### src/rtl/hazard_forward_ctrl_if.sv
// Signal bundle between the 5-stage pipeline datapath and the hazard/forwarding controller.
interface hazard_forward_ctrl_if;
  logic [31:0] ir2_output;
  logic [31:0] ir3_output;
  logic        branch_control_input;
  logic [1:0]  select_operand1;
  logic [1:0]  select_operand2;
  logic [1:0]  select_md4;
  logic        stall_pc;
  logic        bubble_ir3;
  logic        flush_ir2;
  logic [31:0] stall_count;
  logic [31:0] flush_count;
  logic        flush_state;

  // Timing contract (no valid/ready pairs): ir2/ir3/branch are sampled every rising edge;
  // stall_pc/bubble_ir3/flush_ir2 answer in the same cycle and the datapath must obey them
  // at that edge; the selects are registered and describe the instruction now in execute.
  modport master (
    output ir2_output, ir3_output, branch_control_input,
    input  select_operand1, select_operand2, select_md4,
    input  stall_pc, bubble_ir3, flush_ir2,
    input  stall_count, flush_count, flush_state
  );

  modport slave (
    input  ir2_output, ir3_output, branch_control_input,
    output select_operand1, select_operand2, select_md4,
    output stall_pc, bubble_ir3, flush_ir2,
    output stall_count, flush_count, flush_state
  );
endinterface

### src/rtl/hazard_forward_ctrl.sv
// Hazard controller: registered forwarding selects, load-use stall, branch flush/bubble.
// Optional HAZARD_STATS_EN builds saturating stall/flush statistics counters.
module hazard_forward_ctrl #(
  parameter int          REG_W     = 5,
  parameter logic [31:0] NOP_INSTR = 32'h00000013
) (
  input logic                  clk,
  input logic                  reset,
  hazard_forward_ctrl_if.slave bus
);
  localparam logic [6:0] OP_R    = 7'b0110011;
  localparam logic [6:0] OP_I    = 7'b0010011;
  localparam logic [6:0] OP_LD   = 7'b0000011;
  localparam logic [6:0] OP_LUI  = 7'b0110111;
  localparam logic [6:0] OP_AUI  = 7'b0010111;
  localparam logic [6:0] OP_JAL  = 7'b1101111;
  localparam logic [6:0] OP_JALR = 7'b1100111;
  localparam logic [6:0] OP_ST   = 7'b0100011;
  localparam logic [6:0] OP_BR   = 7'b1100011;

  typedef struct packed {
    logic             valid;
    logic [REG_W-1:0] rd;
    logic             is_load;
  } dst_t;

  typedef enum logic {RUN = 1'b0, FLUSH = 1'b1} state_t;

  state_t           state;
  dst_t             dst3, dst4, dec2;
  logic [6:0]       opc2;
  logic [REG_W-1:0] rs1, rs2;
  logic             use_rs1, use_rs2, is_store;
  logic             load_use, branch_taken, bubble_now, stall_now;
  logic [1:0]       sel1_q, sel2_q, selmd_q;

  assign opc2     = bus.ir2_output[6:0];
  assign rs1      = bus.ir2_output[15 +: REG_W];
  assign rs2      = bus.ir2_output[20 +: REG_W];
  assign use_rs1  = !(opc2 inside {OP_LUI, OP_AUI, OP_JAL});
  assign use_rs2  = opc2 inside {OP_R, OP_ST, OP_BR};
  assign is_store = (opc2 == OP_ST);

  // The flush NOP never registers as a producer, whatever its encoding.
  assign dec2.rd      = bus.ir2_output[7 +: REG_W];
  assign dec2.is_load = (opc2 == OP_LD);
  assign dec2.valid   = (opc2 inside {OP_R, OP_I, OP_LD, OP_LUI, OP_AUI, OP_JAL, OP_JALR}) &&
                        (dec2.rd != '0) && (bus.ir2_output != NOP_INSTR);

  // Youngest producer first: a non-load in execute forwards from z4, memory stage from z5.
  function automatic logic [1:0] fwd_sel(input logic used, input logic [REG_W-1:0] rs,
                                         input dst_t d3, input dst_t d4);
    if (!used || rs == '0) return 2'd0;
    if (d3.valid && d3.rd == rs && !d3.is_load) return 2'd2;
    if (d4.valid && d4.rd == rs) return 2'd1;
    return 2'd0;
  endfunction

  assign load_use = (state == RUN) && dst3.valid && dst3.is_load &&
                    ((use_rs1 && rs1 == dst3.rd) || (use_rs2 && rs2 == dst3.rd));
  assign branch_taken = (state == RUN) && bus.branch_control_input &&
                        (bus.ir3_output[6:0] == OP_BR);
  assign bubble_now   = branch_taken || load_use;
  assign stall_now    = load_use && !branch_taken;

  always_ff @(posedge clk or negedge reset) begin
    if (!reset) begin
      state   <= RUN;
      dst3    <= '0;
      dst4    <= '0;
      sel1_q  <= 2'd0;
      sel2_q  <= 2'd0;
      selmd_q <= 2'd0;
    end else begin
      dst4 <= dst3;
      if (bubble_now) begin
        dst3    <= '0;
        sel1_q  <= 2'd0;
        sel2_q  <= 2'd0;
        selmd_q <= 2'd0;
      end else begin
        dst3    <= dec2;
        sel1_q  <= fwd_sel(use_rs1, rs1, dst3, dst4);
        sel2_q  <= fwd_sel(use_rs2 && !is_store, rs2, dst3, dst4);
        selmd_q <= fwd_sel(is_store, rs2, dst3, dst4);
      end
      case (state)
        RUN:     if (branch_taken) state <= FLUSH;
        FLUSH:   state <= RUN;
        default: state <= RUN;
      endcase
    end
  end

  // Gated by reset so nothing leaks out while reset is held.
  assign bus.stall_pc        = reset && stall_now;
  assign bus.bubble_ir3      = reset && bubble_now;
  assign bus.flush_ir2       = reset && branch_taken;
  assign bus.select_operand1 = sel1_q;
  assign bus.select_operand2 = sel2_q;
  assign bus.select_md4      = selmd_q;
  assign bus.flush_state     = (state == FLUSH);

`ifdef HAZARD_STATS_EN
  logic [31:0] stall_cnt_q, flush_cnt_q;

  always_ff @(posedge clk or negedge reset) begin
    if (!reset) begin
      stall_cnt_q <= 32'h0;
      flush_cnt_q <= 32'h0;
    end else begin
      if (stall_now && stall_cnt_q != 32'hFFFFFFFF) stall_cnt_q <= stall_cnt_q + 32'd1;
      if (branch_taken && flush_cnt_q != 32'hFFFFFFFF) flush_cnt_q <= flush_cnt_q + 32'd1;
    end
  end

  assign bus.stall_count = stall_cnt_q;
  assign bus.flush_count = flush_cnt_q;
`else
  assign bus.stall_count = 32'h0;
  assign bus.flush_count = 32'h0;
`endif
endmodule
### src/flat_wrapper.sv
// flat-port wrapper written by rule: the top's interface ports become plain ports
module hazard_forward_ctrl_flat 
#(
  parameter int          REG_W     = 5,
  parameter logic [31:0] NOP_INSTR = 32'h00000013
)
  (clk, reset, bus_ir2_output, bus_ir3_output, bus_branch_control_input, bus_select_operand1, bus_select_operand2, bus_select_md4, bus_stall_pc, bus_bubble_ir3, bus_flush_ir2, bus_stall_count, bus_flush_count, bus_flush_state);
  hazard_forward_ctrl_if bus_i ();
  input logic clk;
  input logic reset;
  input wire logic [$bits(bus_i.ir2_output)-1:0] bus_ir2_output;
  input wire logic [$bits(bus_i.ir3_output)-1:0] bus_ir3_output;
  input wire logic [$bits(bus_i.branch_control_input)-1:0] bus_branch_control_input;
  output wire logic [$bits(bus_i.select_operand1)-1:0] bus_select_operand1;
  output wire logic [$bits(bus_i.select_operand2)-1:0] bus_select_operand2;
  output wire logic [$bits(bus_i.select_md4)-1:0] bus_select_md4;
  output wire logic [$bits(bus_i.stall_pc)-1:0] bus_stall_pc;
  output wire logic [$bits(bus_i.bubble_ir3)-1:0] bus_bubble_ir3;
  output wire logic [$bits(bus_i.flush_ir2)-1:0] bus_flush_ir2;
  output wire logic [$bits(bus_i.stall_count)-1:0] bus_stall_count;
  output wire logic [$bits(bus_i.flush_count)-1:0] bus_flush_count;
  output wire logic [$bits(bus_i.flush_state)-1:0] bus_flush_state;
  assign bus_i.ir2_output = bus_ir2_output;
  assign bus_i.ir3_output = bus_ir3_output;
  assign bus_i.branch_control_input = bus_branch_control_input;
  assign bus_select_operand1 = bus_i.select_operand1;
  assign bus_select_operand2 = bus_i.select_operand2;
  assign bus_select_md4 = bus_i.select_md4;
  assign bus_stall_pc = bus_i.stall_pc;
  assign bus_bubble_ir3 = bus_i.bubble_ir3;
  assign bus_flush_ir2 = bus_i.flush_ir2;
  assign bus_stall_count = bus_i.stall_count;
  assign bus_flush_count = bus_i.flush_count;
  assign bus_flush_state = bus_i.flush_state;
  hazard_forward_ctrl #(.REG_W(REG_W), .NOP_INSTR(NOP_INSTR)) u_core (.clk(clk), .reset(reset), .bus(bus_i));
endmodule
### config.mk
export PLATFORM = sky130hd
export DESIGN_NAME = hazard_forward_ctrl_flat
export DESIGN_NICKNAME = d
export VERILOG_FILES = /design/src/rtl/hazard_forward_ctrl_if.sv /design/src/rtl/hazard_forward_ctrl.sv /design/src/flat_wrapper.sv
export SDC_FILE = /design/constraint.sdc
export NUM_CORES = 1
export LEC_CHECK = 0
export ABC_AREA = 1
export CORE_UTILIZATION = 24
export DETAILED_ROUTE_END_ITERATION = 8
export DONT_BUFFER_PORTS = 1
export PLACE_DENSITY = 0.44
export SYNTH_ARGS = -nofsm -noshare
export SYNTH_HDL_FRONTEND = slang
export SYNTH_SLANG_ARGS = --single-unit
### constraint.sdc
create_clock -name clk -period 1.8 [get_ports clk]
set_input_delay 0.54 -clock clk [delete_from_list [all_inputs] [get_ports clk]]
set_output_delay 0.54 -clock clk [all_outputs]
set_load 0.05 [all_outputs]
* Yosys cells after proc, flatten, opt, wreduce, memory -nomap -nowiden
Cells that the tools add are included.
** Word-level totals
- Register bits :: 20
- Input port bits :: 67
- Output and inout bits :: 74
- Word-level logic and storage cells :: 112
** Cells by class
- Equality and inequality tests :: 17
- Mux-type cells :: 49
- Bitwise gates (word level) :: 1
- Reductions and logical operators :: 36
** Operator list (number)
- $mux 2 :: 21
- $ne 32x5->1 const B :: 1
- $eq 5x5->1 :: 6
- $eq 7x7->1 const B :: 4
- $mux 1 :: 26
- $eq 7x6->1 const B :: 3
- $logic_and 1x1->1 :: 20
- $eq 7x5->1 const B :: 2
- $logic_not 5->1 :: 2
- $eq 7x2->1 const B :: 1
- $mux 7 :: 1
- $reduce_bool 7->1 :: 1
- $reduce_bool 3->1 :: 2
- $logic_not 1->1 :: 5
- $logic_or 1x1->1 :: 5
- $reduce_bool 5->1 :: 1
- $pmux 1 s2 :: 1
- $not 1->1 :: 1

* Logic depth before layout (Yosys ltp)
Gate-level depths: netlist (run 1).
- Depth in word-level cells :: 17
- Mapped depth :: 11
- Mapped depth without buffers :: 10

* Least setup slack after synthesis (run 1)
OpenSTA, ideal clock, no wires.
- Path type :: register -> output
- Start :: register u_core.state, in the netlist u_core.bus.flush_state
- End :: output port bus_bubble_ir3
- Arrival time :: 1.976 ns
- Required time :: 1.260 ns
- Slack :: -0.716 ns
- Stages on the path, launching flop included :: 4
- Buffers on the path :: 0
- Path through :: dfrtp_1 > nor2_1 > nand3_1 > o21ai_0
** Between the ends
- Longest elaborated chain between the ends :: 6
- Elaborated cells between the ends (all ways) :: 8
- Classes of those cells :: 1 x bitwise; 7 x reduce/logical
** RTL lines
- start: declaration :: RTL line hazard_forward_ctrl.sv:29 : state_t state;
- start signal: assignment :: RTL line hazard_forward_ctrl.sv:68 : state <= RUN;
- start signal: assignment :: RTL line hazard_forward_ctrl.sv:88 : RUN: if (branch_taken) state <= FLUSH;
- start signal: assignment :: RTL line hazard_forward_ctrl.sv:89 : FLUSH: state <= RUN;
- $not 1->1 * :: RTL line hazard_forward_ctrl.sv:59, hazard_forward_ctrl.sv:61
- $logic_and 1x1->1 (3 in series) :: RTL line hazard_forward_ctrl.sv:59 : assign load_use = (state == RUN) && dst3.valid && dst3.is_load &&
- $logic_or 1x1->1 * :: RTL line hazard_forward_ctrl.sv:63 : assign bubble_now = branch_taken || load_use;
- $logic_and 1x1->1 * :: RTL line hazard_forward_ctrl.sv:97 : assign bus.bubble_ir3 = reset && bubble_now;
- end: declaration :: RTL line flat_wrapper.sv:18 : output wire logic [$bits(bus_i.bubble_ir3)-1:0] bus_bubble_ir3;
Every way passes the cells marked *; elsewhere a longest branch is shown, timed or not.

* Worst setup path after layout (run 1)
- Start :: register u_core.dst3[3] (netlist name)
- End :: output port bus_stall_pc
** Between the ends
- Longest elaborated chain between the ends :: 6
- Elaborated cells between the ends (all ways) :: 8
- Classes of those cells :: 2 x eq/ne; 6 x reduce/logical
** RTL lines
- start: declaration :: RTL line hazard_forward_ctrl.sv:30 : dst_t dst3, dst4, dec2;
- start signal: assignment :: RTL line hazard_forward_ctrl.sv:69 : dst3 <= '0;
- start signal: assignment :: RTL line hazard_forward_ctrl.sv:77 : dst3 <= '0;
- start signal: assignment :: RTL line hazard_forward_ctrl.sv:82 : dst3 <= dec2;
- $eq 5x5->1 :: RTL line hazard_forward_ctrl.sv:60 : ((use_rs1 && rs1 == dst3.rd) || (use_rs2 && rs2 == dst3.rd));
- $logic_and 1x1->1 :: RTL line hazard_forward_ctrl.sv:60
- $logic_or 1x1->1 * :: RTL line hazard_forward_ctrl.sv:60
- $logic_and 1x1->1 * :: RTL line hazard_forward_ctrl.sv:59
- $logic_and 1x1->1 * :: RTL line hazard_forward_ctrl.sv:64 : assign stall_now = load_use && !branch_taken;
- $logic_and 1x1->1 * :: RTL line hazard_forward_ctrl.sv:96 : assign bus.stall_pc = reset && stall_now;
- end: declaration :: RTL line flat_wrapper.sv:17 : output wire logic [$bits(bus_i.stall_pc)-1:0] bus_stall_pc;
Marked as above.

==> results_dict.tcl, run 1 <==
set metrics [dict create \
    outcome "finished with violations" \
    violations "negative setup slack" \
    final_nets 306 \
    p_leak_nw 0.9253 \
    first_pass_iters 4 \
    cts_tree "done" \
    synth_area_um2 1653 \
    p_sw_uw 521.1 \
    drive_above_1_share 0.2479 \
    totalWireLength_mm 3.065 \
    fin_crit_ps 2119 \
    grt_pass1_vias 987 \
    crit_chain "xnor2_2, nand3_2, nor2_2, nand2_1, nand2_2, nand3_4, nor2_4, buf_12" \
    num_rows 29 \
    crit_buf_inv 1 \
    via_per_inst 3.660 \
    crit_type "reg -> out" \
    crit_start "u_core.dst3[3]$_DFF_PN0_" \
    regArea_um2 504.2 \
    rsz0062_at_grt "yes" \
    antenna_found_initial 0 \
    dp.final_hpwl_mm 2.612 \
    avgSynthCellArea_um2 7.547 \
    fp.coreArea_um2 6495 \
    grt_max_degree 21 \
    clock_latency_ps 260 \
    synth_cells 219 \
    cp_max_fo 3 \
    synth.most_common_cell "buf_4" \
    ys_ff_latch 20 \
    crit_end "bus_stall_pc" \
    clockBufferDepth 2 \
    preCtsSetupSlack_ps -225.5 \
    ir_drop_uv 232.9 \
    hold_viol 0 \
    multiInputGateArea_um2 899.6 \
    power.density_nw_per_um2 680.4 \
    reg2reg_depth 7 \
    fp.dieArea_um2 7222 \
    netlist.area_leader.share 0.3028 \
    io_pins 141 \
    required_ps 1260 \
    fmax_mhz 471.9 \
    synthDistinctLibCells 21 \
    grt_pass1_wl_mm 4.836 \
    via_count 1153 \
    synth-async-reset-ratio 1.000 \
    ys_warn_count 0 \
    portBuffers 0 \
    seq_area_frac_synth 0.3028 \
    dp_cells 309 \
    setup_ws_ps -319.3 \
    r2r_start "u_core.dst3[1]$_DFF_PN0_" \
    startpoint_type "flop" \
    path_clk_slew_ps 80 \
    clock_power_share 0.279 \
    start_util 0.2545 \
    cp.arrival_ps 1580 \
    wl_per_cell_um 9.730 \
    ant_nets 0 \
    crit_family "simple AND/OR/NAND/NOR gates" \
    numCtsBuffers 3 \
    place.gp.congestion 0.7733 \
    nFillCells 726 \
    syn_to_final_growth_pct 10.45 \
    worstMarginPinSlew_ps 878.9 \
    fin_cells 315 \
    drtIter0Drc 25 \
    r2r_setup_slack_ps 320 \
    seq_power_share 0.386 \
    htree_levels 1 \
    overflow 0 \
    drv_slew 0 \
    ys_top_cells_by_area "dfrtp_1 30%, buf_4 29%, nand2_1 7.9%, inv_1 5.5%, xnor2_1 5.3%" \
    synth_top_area_cell "dfrtp_1" \
    p_int_uw 720.9 \
    cp.depth 8 \
    clock_skew_ps 2.564 \
    switching_share 0.4196 \
    combPwrFrac 0.335 \
    period_share 1.177 \
    cp_slowest_cell "dfrtp_2" \
    die_h_um 84.99 \
    post-route-util 0.2811 \
    critPathMaxStageDelay_ps 440 \
    hold_class "in -> reg" \
    synthTopCellsByCount "64 x buf_4, 35 x nand2_1, 24 x inv_1" \
    grt_usage 0.08692 \
    synth-edff-count 0 \
    relSlewSlack 0.4122 \
    max_cap_viol_count 0 \
    ys.flop_type "dfrtp_1" \
    dieWidth_um 84.99 \
    cts.sinks 20 \
    setup_viol 2 \
    end_kind "output pin" \
    timing.rr.end "u_core.bus.select_operand2[0]$_DFF_PN0_" \
    cts-root-buf "clkbuf_8" \
    n_antenna_cell 0 \
    drc 0 \
]
-- per-layer routing --
| layer | vias up | wire (um) | track usage |
|---|---|---|---|
| li1 | 577 | - | - |
| met1 | 511 | 1284 | 0.1149 |
| met2 | 61 | 1460 | 0.1349 |
| met3 | 4 | 270 | 0.01848 |
| met4 | 0 | 50 | 0.04160 |
| met5 | - | 0 | 0 |
-- worst register-to-register path, cell delays in order, from the launching register on --
cell and delay, ps:
dfrtp_2 440, xnor2_1 140, nand2_1 100, buf_4 140
nor3_1 280, inv_1 100, nand3_1 140, nor2_4 50
-- cell type report --
cell class	instances	share of cell area
Multi-Input combinational cell	173	0.4928
Sequential cell	20	0.2762
Timing Repair Buffer	17	0.09870
Tap cell	77	0.05278
Inverter	24	0.04935
Clock buffer	4	0.03016
-- placed cells by master, fill, tap and decap left out, drive strengths merged, types with 4 or more instances in the layout --
cell type and instances:
nand4 5, nor2 30, clkbuf 4, nor3 6, xor2 4, nand2 36, xnor2 10, conb 64
o21ai 4, dfrtp 20, inv 24, buf 16, nand3 11
-- power groups by stage --
stage	sequential, mW	combinational (mW)	clock, mW
4_1_cts	0.479	0.413	0.359
3_3_place_gp	0.488	0.397	0
2_1_floorplan	0.484	0.479	0
5_1_grt	0.483	0.441	0.384
6_report	0.480	0.416	0.346
3_5_place_dp	0.488	0.397	0
-- metrics by stage --
step           hold slack [ps]  power [mW]  setup TNS, ps  cell area, um2
2_1_floorplan            244.4      0.9627         -308.3            1932
3_5_place_dp             245.7      0.8853         -428.6            1699
4_1_cts                  384.5       1.251         -721.5            1803
6_report                 387.8       1.242         -637.6            1826
3_3_place_gp             245.6      0.8842         -428.6            1699
5_1_grt                  376.0       1.307         -867.3            1826
-- cell families (layout without fill, tap and decap cells) --
family,count (synthesis),in the layout,share of synthesized area
AOI/OAI and AO/OA,6,6,0.01968
buffers and inverters,89,45,0.3520
and+or+nand+nor,89,89,0.2491
xor gates and xnor gates,14,14,0.07418
other,1,64,0.002269
DFF,20,20,0.3028
-- worst min path at each step --
stage	startpoint	end	slack, ps	cells after the start
after floorplan	reset	u_core.bus.flush_state$_DFF_PN0_	240	0
after global placement	reset	u_core.dst4[4]$_DFF_PN0_	250	0
after detailed placement	reset	u_core.dst4[4]$_DFF_PN0_	250	0
after CTS	bus_ir2_output[11]	u_core.dst3[5]$_DFF_PN0_	380	2
after global routing	bus_ir2_output[11]	u_core.dst3[5]$_DFF_PN0_	380	2
final	bus_ir2_output[11]	u_core.dst3[5]$_DFF_PN0_	390	2
-- registers in the layout (all words and copies together) (netlist names) --
| name | count |
|---|---|
| u_core.bus.flush_state | 1 |
| u_core.bus.select_md4 | 2 |
| u_core.bus.select_operand1 | 2 |
| u_core.bus.select_operand2 | 2 |
| u_core.dst3 | 7 |
| u_core.dst4 | 6 |
-- what timing repair did --
action / CTS / global route
pin swaps: 7 / 5
hold buffers: 1 / 0
hold endpoints to repair: 20 / 0
resized for setup: 8 / 7
buffers inserted: 1 / 0
endpoints found under the setup margin: 3 / 3
Note: power is estimated with default switching activity, not from simulation.
==> inputs of run 2 (changes only) <==
GPL_TIMING_DRIVEN = 0   (was default)
==> results_dict.tcl, run 2 (synthesized netlist as in run 1, its figures left out) <==
set metrics [dict create \
    critPathMaxStageDelay_ps 440 \
    clock_latency_ps 270 \
    cts-root-buf "clkbuf_8" \
    drtIter0Drc 23 \
    fp.dieArea_um2 7222 \
    die_h_um 84.99 \
    ir_drop_uv 235.2 \
    required_ps 1260 \
    cp_slowest_cell "dfrtp_1" \
    syn_to_final_growth_pct 31.19 \
    reg2reg_depth 9 \
    n_antenna_cell 0 \
    io_pins 141 \
    portBuffers 0 \
    drive_above_1_share 0.3576 \
    hold_class "in -> reg" \
    num_rows 29 \
    nFillCells 695 \
    startpoint_type "flop" \
    clock_skew_ps 7.024 \
    r2r_setup_slack_ps 290 \
    cp.arrival_ps 1640 \
    cts.sinks 20 \
    grt_usage 0.08988 \
    numCtsBuffers 3 \
    fin_area_um2 2168 \
    whs_ps 377.5 \
    setup_ws_ps -381.7 \
    worstHoldStart "bus_ir2_output[11]" \
    grt_pass1_vias 1047 \
    total_power_mw 1.448 \
    totalWireLength_mm 3.265 \
    htree_levels 1 \
    dieWidth_um 84.99 \
    fin_crit_ps 2182 \
    overflow 0 \
    wl_per_cell_um 8.945 \
    setup_viol 3 \
    largest_reg_flops 7 \
    dpl_cell_area_um2 2028 \
    fmax_mhz 458.3 \
    crit_chain "xnor2_2, nand3_2, nor2_1, nand2_1, nand2_2, nand3_4, nor2_4" \
    top_register "u_core.dst3" \
    antenna_found_initial 0 \
    cts_tree "done" \
    reg_top3 "u_core.dst3 x7, u_core.dst4 x6" \
    grt_pass1_wl_mm 4.995 \
    clockBufferDepth 2 \
    hold_viol 0 \
    via_per_inst 3.436 \
    r2r_start "u_core.dst3[3]$_DFF_PN0_" \
    drv_slew 0 \
    final_cell_mix "65 x buf_4, 64 x conb_1, 33 x nand2_1" \
    layout_commonest_cell "buf_4" \
    fin_cells 365 \
    hold_end "u_core.dst3[5]$_DFF_PN0_" \
    ant_nets 0 \
    final_nets 356 \
    worstMarginPinSlew_ps 888.5 \
    end_kind "output pin" \
    power.density_nw_per_um2 667.7 \
    rsz0062_at_grt "yes" \
    timing.rr.end "u_core.bus.select_md4[1]$_DFF_PN0_" \
    start_util 0.2545 \
    first_pass_iters 4 \
    dp.final_hpwl_mm 2.798 \
    p_leak_nw 1.200 \
    fp.coreArea_um2 6495 \
    drc 0 \
    max_cap_viol_count 0 \
    grt_max_degree 21 \
    dp_cells 359 \
    min_path_cells 2 \
    via_count 1254 \
    violations "negative setup slack" \
    crit_type "reg -> out" \
    path_clk_slew_ps 80 \
    preCtsSetupSlack_ps -268.9 \
    outcome "finished with violations" \
    relSlewSlack 0.4057 \
    period_share 1.212 \
    place.gp.congestion 0.8390 \
    cp_max_fo 3 \
]
## run 2: cell types whose count changed in the layout (fill, tap and decap cells not counted), moves of 2 or more
cell and delta:
buf_4 +53, buf_12 -4, dfrtp_2 -2, dfrtp_1 +2
## run 2: cell type report
type	instances	area, um2	share of cell area
buffer	65	491.7	0.2268
clock buffer	3	41.29	0.01904
clock inverter	1	30.03	0.01385
inverter	24	90.09	0.04155
multi-input combinational	173	899.6	0.4149
sequential	20	501.7	0.2314
tap	77	96.34	0.04443
timing repair buffer	2	17.52	0.008078
## run 2: what timing repair did
| action | CTS | global route |
|---|---|---|
| hold buffers | 1 | 0 |
| pin swaps | 5 | 1 |
| endpoints found under the hold margin | 20 | 0 |
| endpoints found under the setup margin | 3 | 3 |
| setup buffers | 1 | 0 |
| resized for setup | 8 | 3 |
## run 2: power by group
| group | internal [mW] | switching, mW |
|---|---|---|
| clock network | 0.297 | 0.160 |
| registers | 0.463 | 0.0155 |
| logic | 0.144 | 0.369 |
| total | 0.904 | 0.544 |
## run 2: worst max path at each step
| stage | end | cells after the start | start |
|---|---|---|---|
| floorplan | bus_stall_pc | 7 | bus_ir2_output[22] |
| global placement | bus_stall_pc | 7 | bus_ir2_output[6] |
| detailed placement | bus_stall_pc | 7 | bus_ir2_output[6] |
| CTS | bus_stall_pc | 7 | u_core.dst3[1]$_DFF_PN0_ |
| global route | bus_stall_pc | 7 | u_core.dst3[3]$_DFF_PN0_ |
| finish | bus_stall_pc | 7 | u_core.dst3[3]$_DFF_PN0_ |
## run 2: worst max-delay path, delay by kind of cell (launching register included)
kind / cells / cell delay, ps
AND/OR/NAND/NOR: 6 / 740
flip-flops: 1 / 440
XOR/XNOR: 1 / 180
## run 2: routing by layer
| layer | part of all wire | track usage | up-vias | wire [um] |
|---|---|---|---|---|
| li1 | - | - | 679 | - |
| met5 | 0 | 0 | - | 0 |
| met1 | 0.42 | 0.1044 | 510 | 1368 |
| met4 | 0.020 | 0.04622 | 0 | 65 |
| met2 | 0.46 | 0.1540 | 60 | 1512 |
| met3 | 0.098 | 0.02140 | 5 | 319 |
## run 2: metrics by stage
step | TNS, ps | util
after floorplan | -308.3 | -
after global placement | -671.5 | 0.3123
after detailed placement | -679.0 | 0.3123
after CTS | -902.4 | 0.3319
after global routing | -1085 | 0.3338
final | -799.2 | 0.3338
